## config.mk

```make
export PLATFORM = sky130hd
export DESIGN_NAME = div_ctrl
export DESIGN_NICKNAME = d
export VERILOG_FILES = /design/src/rtl/div_ctrl.sv
export SDC_FILE = /design/constraint.sdc
export NUM_CORES = 1
export LEC_CHECK = 0
export BUFFER_PORTS_ARGS = -buffer_cell sky130_fd_sc_hd__buf_2
export CAP_MARGIN = 10
export CORE_ASPECT_RATIO = 0.8
export CORE_MARGIN = 2
export CORE_UTILIZATION = 45
export DETAILED_ROUTE_END_ITERATION = 6
export HOLD_SLACK_MARGIN = 0.03
export PLACE_DENSITY = 0.75
export SYNTH_ARGS = -nofsm -noshare
export SYNTH_HDL_FRONTEND = slang
export SYNTH_SLANG_ARGS = --single-unit
```

## constraint.sdc

```tcl
create_clock -name clk -period 3 [get_ports clk]
set_input_delay 0.3 -clock clk [delete_from_list [all_inputs] [get_ports clk]]
set_output_delay 0.3 -clock clk [all_outputs]
set_load 0.02 [all_outputs]
```

## src/rtl/div_ctrl.sv

```systemverilog
// div_ctrl: 32-iteration restoring divide sequencer for DIV/DIVU with pipeline stall request.
// Signed operation is compiled in only when DIV_SIGNED_EN is defined; otherwise all divides are unsigned.
module div_ctrl (
  input  logic        clk,
  input  logic        rst,
  input  logic        start,
  input  logic        annul,
  input  logic        signed_div,
  input  logic [31:0] opdata1,
  input  logic [31:0] opdata2,
  output logic [63:0] result,
  output logic        ready,
  output logic        stall_req
);
  typedef enum logic [1:0] {IDLE, ZERO, BUSY, DONE} state_t;
  state_t      state_q, state_d;
  logic [4:0]  cnt_q, cnt_d;
  logic [63:0] work_q, work_d;
  logic [31:0] dvs_q, dvs_d;
  logic [63:0] result_q, result_d;
  logic        ready_q, ready_d;
  logic [64:0] sh;
  logic [32:0] diff;
  logic [63:0] step;
  logic [31:0] op1_abs, op2_abs, quo_fix, rem_fix;
  logic        accept;
  // One shared subtractor: trial-subtract the divisor from the shifted partial remainder.
  assign sh     = {work_q, 1'b0};
  assign diff   = sh[64:32] - {1'b0, dvs_q};
  assign step   = diff[32] ? sh[63:0] : {diff[31:0], sh[31:1], 1'b1};
  assign accept = (state_q == IDLE) && start && !annul && (opdata2 != 32'd0);
`ifdef DIV_SIGNED_EN
  logic s1, s2, negq_q, negr_q;
  assign s1      = signed_div & opdata1[31];
  assign s2      = signed_div & opdata2[31];
  assign op1_abs = s1 ? ~opdata1 + 32'd1 : opdata1;
  assign op2_abs = s2 ? ~opdata2 + 32'd1 : opdata2;
  assign quo_fix = negq_q ? ~step[31:0] + 32'd1 : step[31:0];
  assign rem_fix = negr_q ? ~step[63:32] + 32'd1 : step[63:32];
  always_ff @(posedge clk or negedge rst) begin
    if (!rst) begin
      negq_q <= 1'b0;
      negr_q <= 1'b0;
    end else if (accept) begin
      negq_q <= s1 ^ s2;
      negr_q <= s1;
    end
  end
`else
  logic unused_signed;
  assign unused_signed = signed_div;
  assign op1_abs = opdata1;
  assign op2_abs = opdata2;
  assign quo_fix = step[31:0];
  assign rem_fix = step[63:32];
`endif
  always_ff @(posedge clk or negedge rst) begin
    if (!rst) begin
      state_q  <= IDLE;
      cnt_q    <= 5'd0;
      work_q   <= 64'd0;
      dvs_q    <= 32'd0;
      result_q <= 64'd0;
      ready_q  <= 1'b0;
    end else begin
      state_q  <= state_d;
      cnt_q    <= cnt_d;
      work_q   <= work_d;
      dvs_q    <= dvs_d;
      result_q <= result_d;
      ready_q  <= ready_d;
    end
  end
  always_comb begin
    state_d  = state_q;
    cnt_d    = cnt_q;
    work_d   = work_q;
    dvs_d    = dvs_q;
    result_d = result_q;
    ready_d  = ready_q;
    unique case (state_q)
      IDLE: begin
        ready_d  = 1'b0;
        result_d = 64'd0;
        if (start && !annul) begin
          if (opdata2 == 32'd0) state_d = ZERO;
          else begin
            state_d = BUSY;
            work_d  = {32'd0, op1_abs};
            dvs_d   = op2_abs;
            cnt_d   = 5'd0;
          end
        end
      end
      ZERO: begin
        state_d = (annul || !start) ? IDLE : DONE;
        ready_d = !(annul || !start);
      end
      BUSY: begin
        if (annul || !start) state_d = IDLE;
        else begin
          work_d = step;
          cnt_d  = cnt_q + 5'd1;
          if (cnt_q == 5'd31) begin
            state_d  = DONE;
            ready_d  = 1'b1;
            result_d = {rem_fix, quo_fix};
          end
        end
      end
      DONE: begin
        if (annul || !start) begin
          state_d  = IDLE;
          ready_d  = 1'b0;
          result_d = 64'd0;
        end
      end
      default: state_d = IDLE;
    endcase
  end
  assign result    = result_q;
  assign ready     = ready_q;
  assign stall_req = ((state_q == IDLE) && start && !annul) || (state_q == ZERO) || (state_q == BUSY);
endmodule

```

==> results of run 1 <==
==> where the power goes <==
group | switching (mW) | total [mW] | internal [mW]
clock network | 0.920 | 2.24 | 1.32
registers | 0.499 | 3.46 | 2.96
logic | 3.42 | 5.63 | 2.21
==> cells by family (layout without fill, tap and decap cells) <==
logic type,after synthesis,in the layout
adders and majority gates,40,40
AOI/OAI and AO/OA,232,232
DFF,168,168
muxes,85,85
buffers and inverters,103,267
xor gates and xnor gates,22,22
and+or+nand+nor,335,335
==> state kept, by name (all words and copies together) (netlist names) <==
signal,cells
ready,1
dvs_q,32
work_q,64
cnt_q,5
state_q,2
result,64
==> tightest hold or removal path: cells and delay by family <==
| kind | cells | cell delay, ns |
|---|---|---|
| and+or+nand+nor | 1 | 0.06 |
| AOI/OAI and AO/OA | 1 | 0.05 |
| buffers and inverters | 1 | 0.08 |
==> layout make-up <==
| cell class | instances | area (µm²) |
|---|---|---|
| fillers | 1766 | 8730 |
| clock buffers | 22 | 484 |
| repair buffers | 191 | 1230 |
| multi-input cells | 714 | 4710 |
| flip-flops and latches | 168 | 4200 |
| clock inverters | 9 | 114 |
| well taps | 264 | 330 |
| inverters | 45 | 169 |
==> what timing repair did <==
item	CTS	global route
buffers inserted	1	6
cloned	0	2
setup endpoints to repair	33	63
endpoints found under the hold margin	63	0
pin swaps	1	8
hold buffers	1	0
resized for setup	3	26
==> metal layers <==
metal / track usage, % / wire length [µm] / vias to the layer above
met5: 0 / 0 / -
li1: - / - / 3777
met4: 4.04 / 237 / 0
met1: 34.9 / 12100 / 3745
met3: 4.37 / 1330 / 17
met2: 33.6 / 10900 / 212
==> cell usage after synthesis (4+ instances only) <==
| cell type | n |
|---|---|
| buf_6 | 5 |
| dfrtp_1 | 168 |
| inv_1 | 45 |
| clkbuf_1 | 37 |
| nand2_1 | 190 |
| a211o_1 | 6 |
| a31oi_1 | 8 |
| o31ai_1 | 5 |
| xor2_1 | 6 |
| nor4_1 | 10 |
| o211ai_1 | 7 |
| mux2i_1 | 51 |
| o21ai_0 | 83 |
| o21bai_1 | 4 |
| o21a_1 | 7 |
| nand3_1 | 43 |
| nand4_1 | 14 |
| a22o_1 | 9 |
| nor2_1 | 34 |
| mux2_2 | 34 |
| buf_2 | 12 |
| xnor2_1 | 16 |
| a21oi_1 | 39 |
| and3_1 | 10 |
| o21ai_1 | 29 |
| ha_1 | 39 |
| nor3_1 | 9 |
==> path summary, 6_finish.rpt <==
kind                              endpoint       start  cells after the start  slack [ns]
worst max-delay path            result[39]  work_q[31]                     14        0.08
worst min-delay path             work_q[0]  opdata1[0]                      3        0.11
worst max register to register  result[39]  work_q[31]                     14        0.08
worst min register to register   result[1]   result[1]                      2        0.47
max in group asynchronous         cnt_q[1]         rst                      3        1.73
min in group asynchronous       result[39]         rst                      2        0.44
==> reports/summary.txt, run 1 <==
status - finished, final reports clean
first-pass GRT wire length - 39.4 mm
Avg WL per Cell - 17.4 µm
WS Path Type - flop to flop
Setup TNS - 0 ns
Clock Sinks - 168
global placer's final weighted congestion - 0.936
mux share of post-synthesis cell area - 9.70%
initial antenna violation count - 0
Root Buffer - clkbuf_16
placed cell area - 10400 µm²
GR Util All Layers - 22.7%
Max stage delay on crit path - 0.38 ns
Ys Warns - 0
CP Capture Type - flop
Core Footprint - 20000 µm²
post-layout util - 56.3%
Syn Std Cell Area - 9210 µm²
I/O pins - 135
Die Area - 21600 µm²
Num CTS Buffers - 17
Worst Max-Slew Pin Slew - 0.816 ns
die extent in x - 164 µm
initial core utilization - 46.1%
Bufs and invs on worst path - 4
Worst Skew - 0.0132 ns
Final WS setup - 0.0776 ns
CTS max path bufs - 2
share of the synthesized area in the top cell type - 45.6%
Detailed Place HPWL - 17.9 mm
Power Total - 11.3 mW
Synth Instances - 985
CP top delay family - compound AO/OA/AOI/OAI gates
Leakage - 5.52 nW
CP cell instances - inv_1 > ha_2 > inv_2 > fa_2 > a211oi_2 > o21ai_2 > o211ai_4 > a21oi_4 > and3_4 > nor2_4 > buf_12 > clkbuf_16 > mux2i_1 > o21ai_0
Post-synth EDFFs - 0
final hold vios - 0
Post-Syn Area per Cell - 9.35 µm²
n_diodes - 0
Synth Flop Type - dfrtp_1
final instance area - 11200 µm²
CP Max Fanout - 8
CTS tree - yes
largest family of logic cells by synthesized area - simple AND/OR/NAND/NOR gates
Crit-path slowest cell - dfrtp_1
Synth Area in Simple Gates - 16.3%
Cell variety after synth - 65
final period utilization - 97.4%
DP Cell Count - 1372
number of max-cap violations - 0
RSZ-0062 raised after global routing - yes
Worst-Skew Late Latency - 0.42 ns
most frequent cells in the layout - 190 x nand2_1, 168 x dfrtp_1, 132 x buf_2
Slew Viols, Final - 0
final wirelength - 24.6 mm
PortBufs - 133
post-detailed-route via-to-cell ratio - 5.49
Residual DRC - 0
syn nets - 1094
Worst EP required - 3.27 ns
fmax - 342 MHz
grt ovf - 0
hold_ws - 0.106 ns
1st-iter DRT viols - 587
layout cells sized above 1 - 25.2%
clock slew seen by the registers of the worst setup and hold paths - 0.06 ns
largest net degree at the start of global routing - 67
Cell Pwr Density - 1010 nW/µm²
relative slew slack - 45.5%
Rows - 46
ys async rst share - 100%
die height - 132 µm
commonest non-fill, non-tap cell in the layout - nand2_1
adder-cell share of the synthesized area - 5.51%
Routed Antenna Nets - 0
Synth Area in XOR/XNOR - 2.09%
Vias - 7751
first-pass detailed-route iteration total - 5
area leader, netlist - dfrtp_1
post-layout min period - 2.92 ns
vias in the first global route - 7380
Peak supply drop - 0.668 mV
Synth area leaders - dfrtp_1 46%, nand2_1 7.7%, mux2i_1 5.5%, ha_1 5.3%, o21ai_0 4.5%
H-Tree Depth - 4
Layout area overhead - 22.0%
dpl ws - -0.0446 ns
Layout Nets - 1246
Compound-Gate Fraction of Synth Area - 16.0%
Critical Path Start Type - flop
Hold WC Path Type - input port to flop
post-route insts no fill - 1413
Crit path arrival time - 3.19 ns
synthesis-stage register bit count - 168
final setup fails - 0
post-synthesis sequential area ratio - 45.6%
No activity file was read; power rests on OpenSTA's default activity.
==> run 2: changes to the inputs <==
- ABC_AREA: default -> 1
- PLACE_DENSITY: 0.75 -> 0.72
- clock period: 3 -> 3.3 ns (I/O delays scaled with it)
==> reports/summary.txt, run 2 <==
I/O pins - 135 (unchanged)
Layout Nets - 1651 (was 1246)
Synth area leaders - dfrtp_1 42%, nand2_1 21%, nand3_1 8.0%, inv_1 6.1%, ha_1 4.9% (was dfrtp_1 46%, nand2_1 7.7%, mux2i_1 5.5%, ha_1 5.3%, o21ai_0 4.5%)
PortBufs - 133 (unchanged)
1st-iter DRT viols - 792 (was 587)
grt ovf - 0 (unchanged)
Synth Instances - 1430 (was 985)
final period utilization - 83.7% (was 97.4%)
GR Util All Layers - 23.8% (was 22.7%)
Register Area - 4200 µm² (unchanged)
global placer's final weighted congestion - 0.987 (was 0.936)
fmax - 362 MHz (was 342 MHz)
Num CTS Buffers - 17 (unchanged)
Post-synth top cells - 550 x nand2_1, 168 x dfrtp_1, 161 x inv_1 (was 190 x nand2_1, 168 x dfrtp_1, 83 x o21ai_0)
relative slew slack - 53.2% (was 45.5%)
Avg WL per Cell - 14.6 µm (was 17.4 µm)
Leakage - 6.59 nW (was 5.52 nW)
Setup TNS - 0 ns (unchanged)
Post-Syn Area per Cell - 6.98 µm² (was 9.35 µm²)
final setup fails - 0 (unchanged)
Slew Viols, Final - 0 (unchanged)
Cell variety after synth - 36 (was 65)
post-layout min period - 2.76 ns (was 2.92 ns)
Worst Skew - 0.0161 ns (was 0.0132 ns)
Crit path arrival time - 3.13 ns (was 3.19 ns)
die extent in x - 170 µm (was 164 µm)
Worst Max-Slew Pin Slew - 0.701 ns (was 0.816 ns)
CP top delay family - simple AND/OR/NAND/NOR gates (was compound AO/OA/AOI/OAI gates)
synthesis-stage register bit count - 168 (unchanged)
Reg-to-Reg Start - work_q[51] (was work_q[31])
CP Max Fanout - 22 (was 8)
largest net degree at the start of global routing - 80 (was 67)
WHS Endpoint - dvs_q[23] (was work_q[0])
first-pass detailed-route iteration total - 5 (unchanged)
CP cell instances - ha_1 > nand2_1 > nor2_1 > nand2_1 > nor2_2 > nand2_4 > nand3_2 > buf_4 > nand3_2 > nand2_1 > nand3_1 > nand2_1 (was inv_1 > ha_2 > inv_2 > fa_2 > a211oi_2 > o21ai_2 > o211ai_4 > a21oi_4 > and3_4 > nor2_4 > buf_12 > clkbuf_16 > mux2i_1 > o21ai_0)
initial antenna violation count - 0 (unchanged)
worst reg-to-reg path cell count - 12 (was 14)
Syn Std Cell Area - 9980 µm² (was 9210 µm²)
Ys Warns - 0 (unchanged)
Detailed Place HPWL - 20.0 mm (was 17.9 mm)
n_diodes - 0 (unchanged)
cell mode on critical path - nand2_1
CTS max path bufs - 2 (unchanged)
number of fill cells - 2138 (was 1766)
die height - 137 µm (was 132 µm)
end of the worst register-to-register path - work_q[53] (was result[39])
most frequent cell after synthesis - nand2_1 (unchanged)
hold depth - 3 (unchanged)
syn nets - 1539 (was 1094)
Layout area overhead - 15.6% (was 22.0%)
Max stage delay on crit path - 0.45 ns (was 0.38 ns)
Worst EP required - 3.66 ns (was 3.27 ns)
Hold WC Path Type - input port to flop (unchanged)
Residual DRC - 0 (unchanged)
Vias - 9403 (was 7751)
Power Total - 8.78 mW (was 11.3 mW)
Rows - 48 (was 46)
post-synthesis sequential area ratio - 42.1% (was 45.6%)
H-Tree Depth - 4 (unchanged)
Clock Sinks - 168 (unchanged)
status - finished, final reports clean (unchanged)
number of max-cap violations - 0 (unchanged)
Core Footprint - 21700 µm² (was 20000 µm²)
Worst-Skew Late Latency - 0.44 ns (was 0.42 ns)
Cell Pwr Density - 761 nW/µm² (was 1010 nW/µm²)
CP Capture Type - flop (unchanged)
WS Path Type - flop to flop (unchanged)
Die Area - 23400 µm² (was 21600 µm²)
commonest non-fill, non-tap cell in the layout - nand2_1 (unchanged)
ys async rst share - 100% (unchanged)
Peak supply drop - 0.735 mV (was 0.668 mV)
final wirelength - 27.0 mm (was 24.6 mm)
post-detailed-route via-to-cell ratio - 5.07 (was 5.49)
Root Buffer - clkbuf_16 (unchanged)
most frequent cells in the layout - 550 x nand2_1, 168 x dfrtp_1, 161 x inv_1 (was 190 x nand2_1, 168 x dfrtp_1, 132 x buf_2)
initial core utilization - 46.0% (was 46.1%)
Bufs and invs on worst path - 1 (was 4)
layout cells sized above 1 - 13.2% (was 25.2%)
CTS tree - yes (unchanged)
Multi-input gate area - 4890 µm² (was 4710 µm²)
share of the synthesized area in the top cell type - 42.1% (was 45.6%)
Synth Flop Type - dfrtp_1 (unchanged)
first-pass GRT wire length - 43.5 mm (was 39.4 mm)
Post-synth EDFFs - 0 (unchanged)
final hold vios - 0 (unchanged)
postcts setup bufs - 0 (was 1)
min-delay src - opdata2[23] (was opdata1[0])
vias in the first global route - 8604 (was 7380)
clock slew seen by the registers of the worst setup and hold paths - 0.07 ns (was 0.06 ns)
Routed Antenna Nets - 0 (unchanged)
RSZ-0062 raised after global routing - no (was yes)
r2r setup slk - 0.54 ns (was 0.08 ns)
area leader, netlist - dfrtp_1 (unchanged)
Critical Path Start Type - flop (unchanged)
Crit-path slowest cell - ha_1 (was dfrtp_1)
run 2: cell types whose count changed in the layout (fill, tap and decap cells not counted), sizes merged, moves of 34 or more:
| cell | previous run | this run |
|---|---|---|
| mux2 | 34 | 0 |
| mux2i | 51 | 0 |
| inv | 47 | 174 |
| buf | 188 | 148 |
| nor2 | 35 | 104 |
| nand3 | 43 | 162 |
| nand2 | 190 | 558 |
| o21ai | 114 | 71 |
run 2: how the worst max path moves through the flow:
| stage | slack, ns | startpoint | cells past startpoint | endpoint |
|---|---|---|---|---|
| floorplan | 1.11 | work_q[31] | 18 | result[54] |
| global placement | 0.64 | work_q[31] | 16 | work_q[57] |
| detailed placement | 0.54 | work_q[31] | 17 | result[63] |
| CTS | 0.53 | work_q[31] | 17 | result[63] |
| global route | 0.21 | work_q[31] | 17 | work_q[53] |
| finish | 0.54 | work_q[51] | 12 | work_q[53] |
run 2: what timing repair did:
action | in CTS | in global routing
endpoints found under the setup margin | 0 | 0
resized for setup | 0 | 0
hold buffers | 1 | 0
endpoints found under the hold margin | 62 | 0
run 2: worst reg2reg max path: stages (launching register included):
cell,delay (ns)
dfrtp_1,0.44
ha_1,0.46
nand2_1,0.15
nor2_1,0.24
nand2_1,0.15
nor2_2,0.15
nand2_4,0.08
nand3_2,0.05
buf_4,0.25
nand3_2,0.36
nand2_1,0.19
nand3_1,0.08
nand2_1,0.09
run 2: final cells by class:
class	instances	area share, %
Sequential cell	168	36.5
Inverter	168	5.47
Multi-Input combinational cell	1038	42.4
Clock inverter	15	1.53
Timing Repair Buffer	149	7.21
Tap cell	300	3.25
Clock buffer	17	3.69
run 2: metrics by stage:
stage | area, µm² | worst slack [ns] | cells | utilization (%) | hold slack, ns
after CTS | 11500 | 0.526 | 1855 | 53.2 | 0.0988
after global placement | 10900 | 0.635 | 1822 | 50.4 | 0.365
final | 11500 | 0.538 | 1855 | 53.2 | 0.115
after detailed placement | 10900 | 0.537 | 1822 | 50.4 | 0.376
after floorplan | 9980 | 1.11 | 1430 | - | 0.0344
after global routing | 11500 | 0.213 | 1855 | 53.2 | 0.123
run 2: routing by layer:
layer	routed length, µm	up-vias	part of all wire (%)	GRT usage [%]
met4	698	0	2.6	8.31
met5	0	-	0	0
met2	12300	302	46	37.0
li1	-	4747	-	-
met1	12600	4314	46	33.8
met3	1460	40	5.4	3.76
run 2: kinds of logic after synthesis:
kind of cell / after synthesis / synth area share (%)
buf+inv: 224 / 8.90
flops: 168 / 42.1
simple gates: 847 / 35.0
xor+xnor: 13 / 1.14
compound gates: 138 / 7.75
fa+ha+maj: 40 / 5.09
run 2: where the power goes:
group / switching (mW) / internal [mW] / leakage (nW)
Sequential: 0.263 / 2.63 / 2.17
Combinational: 2.69 / 1.13 / 4.13
Clock: 0.974 / 1.09 / 0.293
==> run 3: changes to the inputs <==
- ABC_AREA: 1 -> 0
- PLACE_DENSITY: 0.72 -> 0.75
- clock period: 3.3 -> 2.49 ns (I/O delays scaled with it)
==> reports/summary.txt, run 3 (synthesized netlist as in run 1, its figures left out) <==
status - finished, violations left (was finished, final reports clean)
failing checks - negative setup slack
Worst-Skew Late Latency - 0.44 ns (about the same)
Root Buffer - clkbuf_16 (unchanged)
Cell Pwr Density - 1220 nW/µm² (was 761 nW/µm²)
initial core utilization - 46.1% (was 46.0%)
commonest non-fill, non-tap cell in the layout - nand2_1 (unchanged)
Setup TNS - -18.47 ns (was 0 ns)
Die Area - 21600 µm² (was 23400 µm²)
clock slew seen by the registers of the worst setup and hold paths - 0.08 ns (was 0.07 ns)
Power Total - 15.6 mW (was 8.78 mW)
post-layout min period - 2.93 ns (was 2.76 ns)
RSZ-0062 raised after global routing - yes (was no)
final period utilization - 118% (was 83.7%)
Layout area overhead - 38.6% (was 15.6%)
largest net degree at the start of global routing - 68 (was 80)
n_diodes - 0 (unchanged)
Worst Max-Slew Pin Slew - 0.643 ns (was 0.701 ns)
Clock Sinks - 168 (unchanged)
Vias - 8599 (was 9403)
global placer's final weighted congestion - 0.918 (was 0.987)
relative slew slack - 57.1% (was 53.2%)
Detailed Place HPWL - 19.5 mm (was 20.0 mm)
Hold WC Path Type - input port to flop (unchanged)
H-Tree Depth - 4 (unchanged)
post-detailed-route via-to-cell ratio - 5.55 (was 5.07)
final hold vios - 0 (unchanged)
vias in the first global route - 8381 (was 8604)
Routed Antenna Nets - 0 (unchanged)
Final WS setup - -0.440 ns (was 0.538 ns)
Num CTS Buffers - 17 (unchanged)
grt ovf - 0 (unchanged)
Peak supply drop - 0.772 mV (was 0.735 mV)
DP Cell Count - 1497 (was 1822)
final setup fails - 66 (was 0)
Rows - 46 (was 48)
fmax - 341 MHz (was 362 MHz)
Crit path arrival time - 3.25 ns (was 3.13 ns)
Slew Viols, Final - 0 (unchanged)
CTS tree - yes (unchanged)
die extent in x - 164 µm (was 170 µm)
number of max-cap violations - 0 (unchanged)
first-pass GRT wire length - 44.2 mm (was 43.5 mm)
I/O pins - 135 (unchanged)
Critical Path Start Type - flop (unchanged)
1st-iter DRT viols - 624 (was 792)
Layout Nets - 1381 (was 1651)
post-layout util - 64.0% (was 53.2%)
first-pass detailed-route iteration total - 5 (unchanged)
Residual DRC - 0 (unchanged)
GR Util All Layers - 26.0% (was 23.8%)
Core Footprint - 20000 µm² (was 21700 µm²)
WS Path Type - flop to flop (unchanged)
Worst EP required - 2.81 ns (was 3.66 ns)
Avg WL per Cell - 18.0 µm (was 14.6 µm)
hold depth - 2 (was 3)
final wirelength - 27.8 mm (was 27.0 mm)
layout cells sized above 1 - 36.4% (was 13.2%)
PortBufs - 133 (unchanged)
initial antenna violation count - 0 (unchanged)
CP Max Fanout - 3 (was 22)
Worst Skew - 0.0130 ns (was 0.0161 ns)
CP Capture Type - flop (unchanged)
worst reg-to-reg path cell count - 13 (was 12)
most frequent cells in the layout - 186 x nand2_1, 168 x dfrtp_1, 163 x buf_4 (was 550 x nand2_1, 168 x dfrtp_1, 161 x inv_1)
Leakage - 6.34 nW (was 6.59 nW)
CTS max path bufs - 2 (unchanged)
post-route insts no fill - 1549 (was 1855)
hold_ws - 0.0497 ns (was 0.115 ns)
die height - 132 µm (was 137 µm)
## run 3: where the power goes
| part | switching (mW) | internal (mW) | total, mW |
|---|---|---|---|
| Combinational | 4.91 | 3.81 | 8.72 |
| Clock | 1.24 | 1.53 | 2.78 |
| Sequential | 0.574 | 3.56 | 4.14 |
## run 3: path summary, 6_finish.rpt
check	slack (ns)	end	startpoint
worst min register to register	0.47	result[30]	result[30]
min in group asynchronous	0.39	result[41]	rst
worst max register to register	-0.44	work_q[58]	work_q[31]
max in group asynchronous	1.36	work_q[54]	rst
worst min-delay path	0.05	dvs_q[13]	opdata2[13]
worst max-delay path	-0.44	work_q[58]	work_q[31]
## run 3: stage by stage
step,instance area [µm²],setup slack [ns]
6_report,12800,-0.440
5_1_grt,12800,-0.525
4_1_cts,12400,-0.353
3_5_place_dp,11400,-0.341
3_3_place_gp,11400,-0.261
2_1_floorplan,9230,-0.250
## run 3: per-layer routing
layer | share of wire (%) | global-route usage (%) | vias to the layer above
li1 | - | - | 4065
met1 | 47 | 38.3 | 4215
met2 | 45 | 38.9 | 271
met3 | 5.9 | 5.88 | 48
met4 | 2.1 | 6.73 | 0
met5 | 0 | 0 | -
## run 3: repair_timing
action	CTS	global route
hold endpoints to repair	64	0
pin swaps	24	23
gates cloned	3	1
gates resized for setup	77	52
setup endpoints to repair	66	66
hold buffers	1	0
buffers inserted	9	8
## run 3: cell type report
| class | instances | area [µm²] |
|---|---|---|
| Clock inverter | 14 | 160 |
| Inverter | 45 | 169 |
| Sequential cell | 168 | 4200 |
| Multi-Input combinational cell | 714 | 5110 |
| Fill cell | 1617 | 7200 |
| Clock buffer | 18 | 439 |
| Timing Repair Buffer | 326 | 2360 |
| Tap cell | 264 | 330 |
## run 3: critical path, cell delays in order (launching register included)
cell       delay [ns]
dfrtp_1          0.38
inv_1            0.06
ha_2             0.18
inv_2            0.04
fa_2             0.36
a211oi_4         0.24
o21ai_2          0.12
o21ai_1          0.14
buf_4            0.15
a2111oi_4        0.08
o211a_1          0.27
or3_4            0.33
nor4b_2          0.17
a211o_1          0.28
